`src/rtl/seq_detector_pkg.sv`:
```
// Shared definitions for the serial pattern detector: FSM encoding and default pattern.
package seq_detector_pkg;

    typedef enum logic [1:0] {
        SEARCH = 2'd0,
        VERIFY = 2'd1,
        LOCKED = 2'd2
    } state_t;

    localparam logic [5:0] PAT_RST_DEF = 6'b100111;

endpackage

```
`src/rtl/seq_detector_if.sv`:
```
// Stream, pattern-load and status signals of the serial pattern detector.
interface seq_detector_if #(
    parameter int N  = 6,
    parameter int CW = 8
);
    logic          din_en;
    logic          din;
    logic          pat_load;
    logic [N-1:0]  pat;
    logic          hit;
    logic          locked;
    logic          bit_err;
    logic [CW-1:0] hit_cnt;

    modport master (
        output din_en, din, pat_load, pat,
        input  hit, locked, bit_err, hit_cnt
    );

    modport slave (
        input  din_en, din, pat_load, pat,
        output hit, locked, bit_err, hit_cnt
    );
endinterface

```
`src/rtl/seq_window.sv`:
```
// Serial shift window with fill counter; flags a match of the incoming window against the pattern.
module seq_window #(
    parameter int N = 6
) (
    input  logic         clk,
    input  logic         rst,
    input  logic         i_en,
    input  logic         i_din,
    input  logic         i_clear,
    input  logic [N-1:0] i_pattern,
    output logic         o_match
);
    localparam int FW = $clog2(N + 1);

    logic [N-1:0]  r_win;
    logic [FW-1:0] r_fill;
    logic [N-1:0]  w_nxt;

    assign w_nxt   = {r_win[N-2:0], i_din};
    // A clear in the same cycle discards the incoming bit, so it can never match.
    assign o_match = i_en & ~i_clear & (r_fill >= FW'(N - 1)) & (w_nxt == i_pattern);

    always_ff @(posedge clk) begin
        if (!rst || i_clear) begin
            r_win  <= '0;
            r_fill <= '0;
        end else if (i_en) begin
            r_win <= w_nxt;
            if (r_fill != FW'(N))
                r_fill <= r_fill + 1'b1;
        end
    end
endmodule

```
`src/rtl/seq_detector.sv`:
```
// Pattern detector top: frame-lock FSM with phase/good/miss counters and saturating hit counter.
module seq_detector
    import seq_detector_pkg::*;
#(
    parameter int           N        = 6,
    parameter logic [N-1:0] PAT_RST  = N'(PAT_RST_DEF),
    parameter int           PERIOD   = 6,
    parameter int           LOCK_CNT = 3,
    parameter int           MISS_CNT = 2,
    parameter int           CW       = 8
) (
    input  logic          clk,
    input  logic          rst,
    seq_detector_if.slave bus
);
    localparam int PW = (PERIOD > 1) ? $clog2(PERIOD) : 1;
    localparam int GW = $clog2(LOCK_CNT + 1);
    localparam int KW = $clog2(MISS_CNT + 1);

    state_t        r_state, w_state_nxt;
    logic [N-1:0]  r_pattern;
    logic [PW-1:0] r_ph, w_ph_nxt, w_ph_adv;
    logic [GW-1:0] r_good, w_good_nxt;
    logic [KW-1:0] r_miss, w_miss_nxt;
    logic          r_hit, r_locked, r_bit_err;
    logic [CW-1:0] r_hit_cnt, w_hit_cnt_nxt;
    logic          w_m, w_at_end, w_err;

    seq_window #(.N(N)) u_window (
        .clk       (clk),
        .rst       (rst),
        .i_en      (bus.din_en),
        .i_din     (bus.din),
        .i_clear   (bus.pat_load),
        .i_pattern (r_pattern),
        .o_match   (w_m)
    );

    assign w_at_end = (r_ph == PW'(PERIOD - 1));
    assign w_ph_adv = w_at_end ? '0 : r_ph + 1'b1;

    always_ff @(posedge clk) begin
        if (!rst) begin
            r_state   <= SEARCH;
            r_ph      <= '0;
            r_good    <= '0;
            r_miss    <= '0;
            r_pattern <= PAT_RST;
        end else begin
            r_state <= w_state_nxt;
            r_ph    <= w_ph_nxt;
            r_good  <= w_good_nxt;
            r_miss  <= w_miss_nxt;
            if (bus.pat_load)
                r_pattern <= bus.pat;
        end
    end

    always_comb begin
        w_state_nxt = r_state;
        w_ph_nxt    = r_ph;
        w_good_nxt  = r_good;
        w_miss_nxt  = r_miss;
        if (bus.pat_load) begin
            w_state_nxt = SEARCH;
        end else if (bus.din_en) begin
            case (r_state)
                SEARCH: begin
                    if (w_m) begin
                        w_state_nxt = VERIFY;
                        w_ph_nxt    = '0;
                        w_good_nxt  = GW'(1);
                    end
                end
                VERIFY: begin
                    w_ph_nxt = w_ph_adv;
                    if (w_at_end) begin
                        if (w_m) begin
                            w_good_nxt = r_good + 1'b1;
                            if (r_good + 1'b1 == GW'(LOCK_CNT)) begin
                                w_state_nxt = LOCKED;
                                w_miss_nxt  = '0;
                            end
                        end else begin
                            w_state_nxt = SEARCH;
                        end
                    end
                end
                LOCKED: begin
                    w_ph_nxt = w_ph_adv;
                    if (w_at_end) begin
                        if (w_m) begin
                            w_miss_nxt = '0;
                        end else begin
                            w_miss_nxt = r_miss + 1'b1;
                            if (r_miss + 1'b1 == KW'(MISS_CNT))
                                w_state_nxt = SEARCH;
                        end
                    end
                end
                default: w_state_nxt = SEARCH;
            endcase
        end
    end

    always_comb begin
        w_err         = bus.din_en & ~bus.pat_load & (r_state == LOCKED) & w_at_end & ~w_m;
        w_hit_cnt_nxt = r_hit_cnt;
        if (bus.pat_load)
            w_hit_cnt_nxt = '0;
        else if (w_m && (r_hit_cnt != '1))
            w_hit_cnt_nxt = r_hit_cnt + 1'b1;
    end

    always_ff @(posedge clk) begin
        if (!rst) begin
            r_hit     <= 1'b0;
            r_locked  <= 1'b0;
            r_bit_err <= 1'b0;
            r_hit_cnt <= '0;
        end else begin
            r_hit     <= w_m;
            r_locked  <= (w_state_nxt == LOCKED);
            r_bit_err <= w_err;
            r_hit_cnt <= w_hit_cnt_nxt;
        end
    end

    assign bus.hit     = r_hit;
    assign bus.locked  = r_locked;
    assign bus.bit_err = r_bit_err;
    assign bus.hit_cnt = r_hit_cnt;
endmodule
```
`src/flat_wrapper.sv`:
```
// flat-port wrapper written by rule: the top's interface ports become plain ports
module seq_detector_flat import seq_detector_pkg::*;
#(
    parameter int           N        = 6,
    parameter logic [N-1:0] PAT_RST  = N'(PAT_RST_DEF),
    parameter int           PERIOD   = 6,
    parameter int           LOCK_CNT = 3,
    parameter int           MISS_CNT = 2,
    parameter int           CW       = 8
)
  (clk, rst, bus_din_en, bus_din, bus_pat_load, bus_pat, bus_hit, bus_locked, bus_bit_err, bus_hit_cnt);
  seq_detector_if #(.N(N), .CW(CW)) bus_i ();
  input  logic clk;
  input  logic rst;
  input wire logic [$bits(bus_i.din_en)-1:0] bus_din_en;
  input wire logic [$bits(bus_i.din)-1:0] bus_din;
  input wire logic [$bits(bus_i.pat_load)-1:0] bus_pat_load;
  input wire logic [$bits(bus_i.pat)-1:0] bus_pat;
  output wire logic [$bits(bus_i.hit)-1:0] bus_hit;
  output wire logic [$bits(bus_i.locked)-1:0] bus_locked;
  output wire logic [$bits(bus_i.bit_err)-1:0] bus_bit_err;
  output wire logic [$bits(bus_i.hit_cnt)-1:0] bus_hit_cnt;
  assign bus_i.din_en = bus_din_en;
  assign bus_i.din = bus_din;
  assign bus_i.pat_load = bus_pat_load;
  assign bus_i.pat = bus_pat;
  assign bus_hit = bus_i.hit;
  assign bus_locked = bus_i.locked;
  assign bus_bit_err = bus_i.bit_err;
  assign bus_hit_cnt = bus_i.hit_cnt;
  seq_detector #(.N(N), .PAT_RST(PAT_RST), .PERIOD(PERIOD), .LOCK_CNT(LOCK_CNT), .MISS_CNT(MISS_CNT), .CW(CW)) u_core (.clk(clk), .rst(rst), .bus(bus_i));
endmodule
```
`config.mk`:
```
export PLATFORM = sky130hd
export DESIGN_NAME = seq_detector_flat
export DESIGN_NICKNAME = d
export VERILOG_FILES = /design/src/rtl/seq_detector_pkg.sv /design/src/rtl/seq_detector_if.sv /design/src/rtl/seq_window.sv /design/src/rtl/seq_detector.sv /design/src/flat_wrapper.sv
export SDC_FILE = /design/constraint.sdc
export NUM_CORES = 1
export LEC_CHECK = 0
export ABC_AREA = 1
export BUFFER_PORTS_ARGS = -buffer_cell sky130_fd_sc_hd__clkbuf_2
export CAP_MARGIN = 15
export CELL_PAD_IN_SITES_DETAIL_PLACEMENT = 1
export CELL_PAD_IN_SITES_GLOBAL_PLACEMENT = 1
export CORE_AREA = 8 8 74 76
export DETAILED_ROUTE_END_ITERATION = 7
export DIE_AREA = 0 0 82 84
export PLACE_DENSITY_LB_ADDON = 0.15
export REMOVE_ABC_BUFFERS = 1
export SYNTH_ARGS = -nofsm -noshare
export SYNTH_HDL_FRONTEND = slang
export SYNTH_HIERARCHICAL = 1
export SYNTH_SLANG_ARGS = --single-unit
```
`constraint.sdc`:
```
create_clock -name clk -period 4.7 [get_ports clk]
set_clock_uncertainty 0.15 [all_clocks]
set_input_delay 0.94 -clock clk [delete_from_list [all_inputs] [get_ports clk]]
set_output_delay 0.94 -clock clk [all_outputs]
set_load 0.03 [all_outputs]
```
==> results of run 1 <==
-- metrics by stage --
stage                     power (mW)   util  hold slack, ns
after detailed placement       0.343  0.462           0.318
after CTS                      0.549  0.480           0.328
after global routing           0.569  0.480           0.345
final                          0.540  0.480           0.320
after global placement         0.342  0.462           0.308
after floorplan                0.326      -           0.291
-- power groups by stage --
stage	registers, mW	logic (mW)	clock network [mW]
2_1_floorplan	0.304	0.0224	0
3_3_place_gp	0.305	0.0365	0
3_5_place_dp	0.305	0.0377	0
4_1_cts	0.299	0.0379	0.213
5_1_grt	0.299	0.0438	0.225
6_report	0.299	0.0370	0.204
-- flip-flops by register name, summed over array words and instances, names as in the netlist, 2 cells and up --
| name | flops |
|---|---|
| u_core/r_ph | 3 |
| u_core/u_window/r_win | 5 |
| u_core/u_window/r_fill | 3 |
| u_core/r_good | 2 |
| u_core/r_miss | 2 |
| u_core/r_state | 2 |
| u_core/bus.hit_cnt | 8 |
| u_core/r_pattern | 6 |
-- routing by layer --
metal,up-vias,share of wire,track usage
met1,784,0.45,0.162
met4,0,0.022,0.0559
met2,28,0.49,0.228
li1,869,-,-
met3,10,0.043,0.0420
met5,-,0,0
-- worst max path at each step --
stage | endpoint | cells past startpoint
after global routing | u_core/r_good[1] | 10
after global placement | u_core/r_good[1] | 11
after detailed placement | u_core/r_good[1] | 11
after CTS | u_core/r_good[1] | 11
after floorplan | u_core/r_good[1] | 10
final | u_core/r_good[1] | 11
-- worst max-delay path, stage by stage --
cell and delay (ns):
clkbuf_2 0.23, inv_1 0.10, nand3_1 0.06, nor2_1 0.11
nand2_1 0.05, nor2_1 0.39, nand2_1 0.19, nor3_2 0.27
o21ai_0 0.13, o21ai_0 0.10, nor2_1 0.05
-- final cells by class --
| type | instances | area (um^2) |
|---|---|---|
| fill | 580 | 2220 |
| inverter | 44 | 168 |
| clock buffer | 7 | 76.3 |
| multi-input combinational | 179 | 952 |
| tap | 52 | 65.1 |
| sequential | 34 | 681 |
| timing repair buffer | 21 | 105 |
-- layout by cell type, fill, tap and decap left out, types with 2 or more instances in the layout --
cell | netlist | final
inv_1 | 42 | 42
nor2_4 | 2 | 2
o21ai_0 | 13 | 13
a21oi_2 | 3 | 3
xor2_1 | 2 | 2
xnor2_1 | 2 | 2
nand4_1 | 3 | 3
clkbuf_1 | 0 | 2
nand3_1 | 16 | 16
nand2_2 | 5 | 5
clkbuf_2 | 0 | 21
ha_1 | 10 | 10
dfxtp_1 | 34 | 34
nor3_1 | 6 | 6
clkbuf_8 | 0 | 5
nor2_1 | 27 | 27
nand2_1 | 63 | 63
a21oi_1 | 18 | 18
-- cells by family after synthesis --
kind of cell             after synthesis  share of synthesized area
AO/OA/AOI/OAI                         38                      0.122
XOR/XNOR                               4                     0.0192
adder cells (fa/ha/maj)               10                     0.0685
buffers and inverters                 47                      0.106
flip-flops                            34                      0.373
AND/OR/NAND/NOR                      127                      0.312
==> results.toml, run 1 <==
[outcome]
outcome = "finished clean"

[clock_network]
ctsResizeCount = 0
clockRootBuffer = "clkbuf_8"
cts_htree_levels = 2
cts_buffer_depth = 2
post_cts_buffers = 0
numCtsBuffers = 5
clkTransAtPathRegs_ns = 0.07
insertion_delay_ns = 0.29
hold_buffers = 0
clock-sinks = 34
cts_tree = "yes"

[timing]
slew_viol_final = 0
worst_pin_slew_ns = 0.476
tns_ns = 0
fin_ws_ns = 2.10
fin_crit_sh = 0.554
max_freq_mhz = 384
setup_viol = 0
finalHoldViolations = 0
rsz0062_at_grt = "no"
max_slew_margin = 0.681
min_period_ns = 2.60

[power]
swShare = 0.242
p_int_mw = 0.409
p_clk_frac = 0.378
vdd.ir_drop.worst_uv = 119
p_leak_nw = 0.932
power_density_nw_per_um2 = 264
power_frac_comb = 0.069
switchingPower_mw = 0.131
seqPwrFrac = 0.553

[placement]
port_buffers = 21
placed_area_um2 = 1970
place_congestion = 0.809
dp_cells = 330
dp_hpwl_um = 3370
dp_slack_ns = 1.79

[yosys]
synth_cells = 260
synth_edf_count = 0
synth_ff_type = "dfxtp_1"
postSynthAreaPerCell_um2 = 7.03
ys_warn_count = 6
mappedNetlistArea_um2 = 1830
synth-seq-cells = 34
synth_top_area_frac = 0.373
ys_top_cells_by_count = "63 x nand2_1, 42 x inv_1, 34 x dfxtp_1"
synthTopCellsByArea = "dfxtp_1 37%, nand2_1 13%, inv_1 8.6%"
synth_top_area_cell = "dfxtp_1"
async_flop_share = 0
synth_most_common_cell = "nand2_1"
yosysUniqueCellTypes = 28
yosysSeqAreaShare = 0.373

[worst_setup_path]
rrSetupSlack_ns = 2.43
r2r-start = "u_core/u_window/r_fill[0]"
cp.required_ns = 4.73
crit_start = "bus_pat_load"
end_kind = "register"
cp.arrival_ns = 2.64
r2r-end = "u_core/r_good[1]"
r2r_cells = 12
crit_type = "input port to register"
startpoint_type = "input port"
cp_max_fo = 12

[finish]
finalInstanceArea_um2 = 2050
area_delta_synth_final_pct = 12.1
n_antenna_cell = 0
drive_gt1_frac = 0.151
instances_no_fill = 337
fin_nets = 306

[die]
dieHeight_um = 84
die_w_um = 82
core_um2 = 4260
io_pins = 22
initial_utilization = 0.428
dieArea_um2 = 6890
row_count = 24

[routing]
drtIter0Drc = 45
vias = 1691
via_per_inst = 5.02
post_drt_wl_per_cell_um = 13.1
drc_errors = 0
postRouteWirelength_um = 4420
drtPass1Iterations = 4
drtAntennaViolNets = 0

[global_routing]
grt.overflow.total = 0
grt_pass1_wl_um = 7670
grt_max_degree = 18
track_usage = 0.139
grt_pass1_vias = 1676
antenna_found_initial = 0

[min_path]
whs_path_depth = 2
hold_class = "register to register"
min_to = "u_core/r_miss[1]"
hp-start = "u_core/r_miss[1]"

[flow_run]
drv_cap = 0
Power figures use the tool's default switching activity.
==> inputs of run 2 (changes only) <==
--- a/config.mk
+++ b/config.mk
@@ -5,14 +5,14 @@
 export SDC_FILE = /design/constraint.sdc
 export NUM_CORES = 1
 export LEC_CHECK = 0
-export ABC_AREA = 1
+export ABC_AREA = 0
 export BUFFER_PORTS_ARGS = -buffer_cell sky130_fd_sc_hd__clkbuf_2
 export CAP_MARGIN = 15
 export CELL_PAD_IN_SITES_DETAIL_PLACEMENT = 1
 export CELL_PAD_IN_SITES_GLOBAL_PLACEMENT = 1
-export CORE_AREA = 8 8 74 76
+export CORE_AREA = 8 8 76 78
 export DETAILED_ROUTE_END_ITERATION = 7
-export DIE_AREA = 0 0 82 84
+export DIE_AREA = 0 0 84 86
 export PLACE_DENSITY_LB_ADDON = 0.15
 export REMOVE_ABC_BUFFERS = 1
 export SYNTH_ARGS = -nofsm -noshare
==> constraint.sdc (replaced) <==
create_clock -name clk -period 2.35 [get_ports clk]
set_clock_uncertainty 0.15 [all_clocks]
set_input_delay 0.47 -clock clk [delete_from_list [all_inputs] [get_ports clk]]
set_output_delay 0.47 -clock clk [all_outputs]
set_load 0.03 [all_outputs]
==> results.toml, run 2 <==
[outcome]
outcome = "finished clean"

[worst_setup_path]
cp.required_ns = 2.41
cp.arrival_ns = 2.34
r2r_cells = 9
end_kind = "register"
cp_max_fo = 2
crit_start = "u_core/u_window/r_fill[1]"
crit_type = "register to register"
startpoint_type = "register"
r2r-start = "u_core/u_window/r_fill[1]"

[die]
row_count = 25
initial_utilization = 0.372
io_pins = 22
die_w_um = 84
core_um2 = 4600
dieArea_um2 = 7220
dieHeight_um = 86

[power]
seqPwrFrac = 0.531
p_leak_nw = 0.855
finalPower_mw = 1.11
vdd.ir_drop.worst_uv = 279
switchingPower_mw = 0.256
power_density_nw_per_um2 = 528
swShare = 0.230
p_int_mw = 0.856
power_frac_comb = 0.069
p_clk_frac = 0.400

[routing]
postRouteWirelength_um = 4390
drc_errors = 0
drtAntennaViolNets = 0
vias = 1483
post_drt_wl_per_cell_um = 15.7
drtPass1Iterations = 4
drtIter0Drc = 56
via_per_inst = 5.30

[timing]
setup_viol = 0
rsz0062_at_grt = "yes"
max_slew_margin = 0.732
slew_viol_final = 0
max_freq_mhz = 439
fin_crit_sh = 0.970
min_period_ns = 2.28
tns_ns = 0
whs_ns = 0.259
finalHoldViolations = 0
worst_pin_slew_ns = 0.392

[yosys]
synth_mux_area_frac = 0.0877
synth_top_area_cell = "dfxtp_1"
mappedNetlistArea_um2 = 1710
synth_compound_area_frac = 0.126
yosysUniqueCellTypes = 44
synth_simple_gate_area_frac = 0.223
synth_top_area_frac = 0.398
yosysSeqAreaShare = 0.398
synthTopCellsByArea = "dfxtp_1 40%, mux2i_1 8.8%, ha_1 7.3%"
async_flop_share = 0
ys_warn_count = 6
synth_most_common_cell = "dfxtp_1"
synth_xor_xnor_area_share = 0.0461
synth-seq-cells = 34
ys_top_cells_by_count = "34 x dfxtp_1, 23 x nor2_1, 16 x nand2_1"
synth_ff_type = "dfxtp_1"
postSynthAreaPerCell_um2 = 9.15
synth_top_family_by_area = "simple AND/OR/NAND/NOR gates"
synthAdderAreaFrac = 0.0731
synth_edf_count = 0
synth_cells = 187

[min_path]
hp-start = "bus_pat[2]"
hold_class = "input port to register"
whs_path_depth = 3

[clock_network]
numCtsBuffers = 5
clock-sinks = 34
cts_buffer_depth = 2
clockRootBuffer = "clkbuf_8"
cts_tree = "yes"
cts_htree_levels = 2
insertion_delay_ns = 0.28
clkTransAtPathRegs_ns = 0.07

[finish]
n_fill_cell = 547
drive_gt1_frac = 0.261
layout_common_cells = "33 x dfxtp_1, 23 x nor2_1, 21 x clkbuf_2"
layout_commonest_cell = "dfxtp_1"
largest_reg_flops = 8
utilization = 0.458
area_delta_synth_final_pct = 23.1
n_antenna_cell = 0
fin_nets = 246

[global_routing]
grt.overflow.total = 0
grt_max_degree = 15
grt_pass1_vias = 1629
track_usage = 0.126
antenna_found_initial = 0
grt_pass1_wl_um = 7470

[placement]
port_buffers = 21
place_congestion = 0.789
dp_hpwl_um = 3370

[flow_run]
drv_cap = 0
run 2: cell count changes after synthesis, moves of 4 or more:
cell,change
nand2_1,-47
inv_1,-32
mux2i_1,+15
a21oi_1,-12
o21ai_0,-11
nand3_1,-10
xnor2_1,+7
nand2_2,-5
nand2b_1,+5
a211oi_1,+4
nor2_1,-4
run 2: logic make-up (layout without fill, tap and decap cells):
| logic type | Yosys count | count (layout) |
|---|---|---|
| fa+ha+maj | 10 | 10 |
| xor+xnor | 9 | 9 |
| simple gates | 74 | 74 |
| flops | 34 | 34 |
| mux | 15 | 15 |
| buf+inv | 17 | 56 |
| compound gates | 28 | 28 |
run 2: final cells by class:
| class | instances | area (um^2) | share of cell area |
|---|---|---|---|
| clock inverter | 1 | 5.00 | 0.00238 |
| clock buffer | 7 | 86.3 | 0.0410 |
| inverter | 11 | 41.3 | 0.0196 |
| timing repair buffer | 37 | 229 | 0.109 |
| sequential | 34 | 682 | 0.324 |
| tap | 54 | 67.6 | 0.0321 |
| multi-input combinational | 136 | 996 | 0.473 |
run 2: what timing repair did:
item | in CTS | in global routing
pin swaps | 5 | 4
buffers inserted | 1 | 1
hold buffers | 0 | 0
resized for setup | 5 | 6
endpoints found under the setup margin | 2 | 10
hold endpoints to repair | 0 | 0
run 2: worst paths after layout:
kind	slack (ns)	to
min reg2reg	0.36	u_core/r_pattern[2]
max	0.07	u_core/r_ph[1]
min	0.26	u_core/r_pattern[2]
max reg2reg	0.07	u_core/r_ph[1]
run 2: critical path, stage by stage (launching register included):
cell,delay (ns)
dfxtp_2,0.32
inv_1,0.04
ha_1,0.12
o211ai_1,0.12
nor4_2,0.27
buf_4,0.15
nand2b_4,0.11
or3b_4,0.37
or3b_4,0.39
o22ai_2,0.15
run 2: metal layers:
layer | vias to the layer above | global-route usage | share of wire
met4 | 0 | 0.0487 | 0.010
met2 | 36 | 0.221 | 0.51
met5 | - | 0 | 0
li1 | 727 | - | -
met1 | 712 | 0.139 | 0.43
met3 | 8 | 0.0360 | 0.042
run 2: stage by stage:
step	instance area (um^2)	worst slack (ns)	cells
after floorplan	1670	-0.445	181
after global placement	1950	-0.0561	270
after detailed placement	1950	-0.183	270
after CTS	2070	0.00227	279
after global routing	2110	-0.0469	280
final	2110	0.0705	280
run 2: power groups by stage:
stage	sequential (mW)	combinational [mW]	clock, mW
detailed placement	0.604	0.0753	0
finish	0.591	0.0765	0.445
global placement	0.604	0.0709	0
global route	0.591	0.0850	0.486
floorplan	0.603	0.0371	0
CTS	0.591	0.0765	0.465
==> inputs of run 3 (changes only) <==
--- a/config.mk
+++ b/config.mk
@@ -13,7 +13,8 @@
 export CORE_AREA = 8 8 76 78
 export DETAILED_ROUTE_END_ITERATION = 7
 export DIE_AREA = 0 0 84 86
-export PLACE_DENSITY_LB_ADDON = 0.15
+export PLACE_DENSITY = 0.74
+export RECOVER_POWER = 25
 export REMOVE_ABC_BUFFERS = 1
 export SYNTH_ARGS = -nofsm -noshare
 export SYNTH_HDL_FRONTEND = slang
==> constraint.sdc (replaced) <==
create_clock -name clk -period 2.35 [get_ports clk]
set_clock_uncertainty 0.15 [all_clocks]
set_input_delay 0.235 -clock clk [delete_from_list [all_inputs] [get_ports clk]]
set_output_delay 0.235 -clock clk [all_outputs]
set_load 0.03 [all_outputs]
==> results.toml, run 3 (synthesis gave the netlist of run 2 again) <==
[min_path]
hold_class = "input port to register"

[clock_network]
clockRootBuffer = "clkbuf_8"
clock-sinks = 34
cts_tree = "yes"
cts_htree_levels = 2
numCtsBuffers = 5
cts_buffer_depth = 2
clkTransAtPathRegs_ns = 0.06
hold_buffers = 0
insertion_delay_ns = 0.29

[placement]
dp_slack_ns = 0.0166
place_congestion = 0.721
dp_cells = 264
port_buffers = 21
placed_area_um2 = 1910
dp_hpwl_um = 2990

[outcome]
outcome = "finished clean"

[timing]
max_freq_mhz = 433
fin_ws_ns = 0.0393
rsz0062_at_grt = "yes"
min_period_ns = 2.31
finalHoldViolations = 0
slew_viol_final = 0
max_slew_margin = 0.546
fin_crit_sh = 0.983
worst_pin_slew_ns = 0.664
setup_viol = 0

[global_routing]
grt.overflow.total = 0
grt_max_degree = 15
antenna_found_initial = 0
track_usage = 0.115
grt_pass1_wl_um = 6690
grt_pass1_vias = 1432

[die]
dieHeight_um = 86
core_um2 = 4600
row_count = 25
dieArea_um2 = 7220
io_pins = 22
die_w_um = 84
initial_utilization = 0.372

[worst_setup_path]
worstPathCellList = "xnor2_2 > nand4_1 > nor4_2 > buf_4 > nand2b_1 > or3b_4 > or3b_4 > o22ai_1"
end_kind = "register"
rrSetupSlack_ns = 0.04
r2r_cells = 8
cp-endpoint = "u_core/r_ph[1]"
r2r-start = "u_core/r_pattern[3]"
cp_max_fo = 3
cp.arrival_ns = 2.37
cpMostUsedCell = "or3b_4"
crit_slowest_cell = "or3b_4"
r2r-end = "u_core/r_ph[1]"
startpoint_type = "register"
crit_type = "register to register"
crit_start = "u_core/r_pattern[3]"
cp.required_ns = 2.41
max_stage_delay_ns = 0.40

[finish]
fin_nets = 240
finalInstanceArea_um2 = 2040
n_antenna_cell = 0
largest_reg_flops = 8
layout_commonest_cell = "dfxtp_1"
instances_no_fill = 272
seq_area_um2 = 689
drive_gt1_frac = 0.248
multiInputGateArea_um2 = 988
area_delta_synth_final_pct = 19.4
n_fill_cell = 553
layout_common_cells = "27 x dfxtp_1, 23 x nor2_1, 20 x clkbuf_2"

[routing]
postRouteWirelength_um = 4040
wl_met3_um = 255
wl_met1_um = 1700
via_per_inst = 5.30
drtPass1Iterations = 4
top_layer_used = "met4"
vias = 1441
post_drt_wl_per_cell_um = 14.9
drc_errors = 0
drtIter0Drc = 50
wl_met2_um = 2060
drtAntennaViolNets = 0

[power]
power_density_nw_per_um2 = 534
p_leak_nw = 0.823
vdd.ir_drop.worst_uv = 306

[flow_run]
drv_cap = 0
==> run 3: what timing repair did <==
item / 4_1_cts / 5_1_grt
endpoints found under the setup margin: 2 / 5
buffers inserted: 0 / 2
gates resized for setup: 0 / 13
endpoints found under the hold margin: 0 / 0
pin swaps: 1 / 1
==> run 3: cell type report <==
class                           count  area share
Sequential cell                    34       0.337
Multi-Input combinational cell    136       0.483
Tap cell                           54      0.0330
Inverter                           11      0.0202
Timing Repair Buffer               31      0.0857
Clock buffer                        6      0.0404
==> run 3: power by group <==
part	total, mW	switching (mW)	internal (mW)	leakage, nW
Sequential	0.593	0.00757	0.586	0.276
Clock	0.426	0.200	0.226	0.0431
Combinational	0.0733	0.0388	0.0344	0.503
==> run 3: layer usage <==
layer / vias up / track usage
met3: 2 / 0.0559
met1: 699 / 0.123
met5: - / 0
met2: 27 / 0.193
met4: 0 / 0.0377
li1: 713 / -
==> run 3: worst min-delay path by stage <==
stage / slack, ns / end / start / cells past startpoint
floorplan: 0.15 / u_core/r_pattern[0] / rst / 1
global placement: 0.30 / u_core/r_pattern[1] / bus_pat[1] / 3
detailed placement: 0.31 / u_core/r_pattern[5] / bus_pat[5] / 3
CTS: 0.01 / u_core/r_pattern[5] / bus_pat[5] / 3
global route: 0.03 / u_core/r_pattern[2] / bus_pat[2] / 3
finish: 0.02 / u_core/r_pattern[2] / bus_pat[2] / 3
==> run 3: metrics by stage <==
| step | setup TNS, ns | hold WS (ns) | power [mW] | utilization |
|---|---|---|---|---|
| floorplan | -2.41 | 0.147 | 0.640 | - |
| global placement | 0 | 0.303 | 0.675 | 0.414 |
| detailed placement | 0 | 0.309 | 0.677 | 0.414 |
| CTS | 0 | 0.0115 | 1.11 | 0.432 |
| global route | -0.158 | 0.0289 | 1.15 | 0.445 |
| finish | 0 | 0.0195 | 1.09 | 0.445 |
==> run 3: worst max-delay path: cells and delay by family, from the launching register on <==
family	cells	cell delay, ns
AND/OR/NAND/NOR	5	1.24
flip-flops	1	0.39
AO/OA/AOI/OAI	1	0.16
buffers and inverters	1	0.15
XOR/XNOR	1	0.14
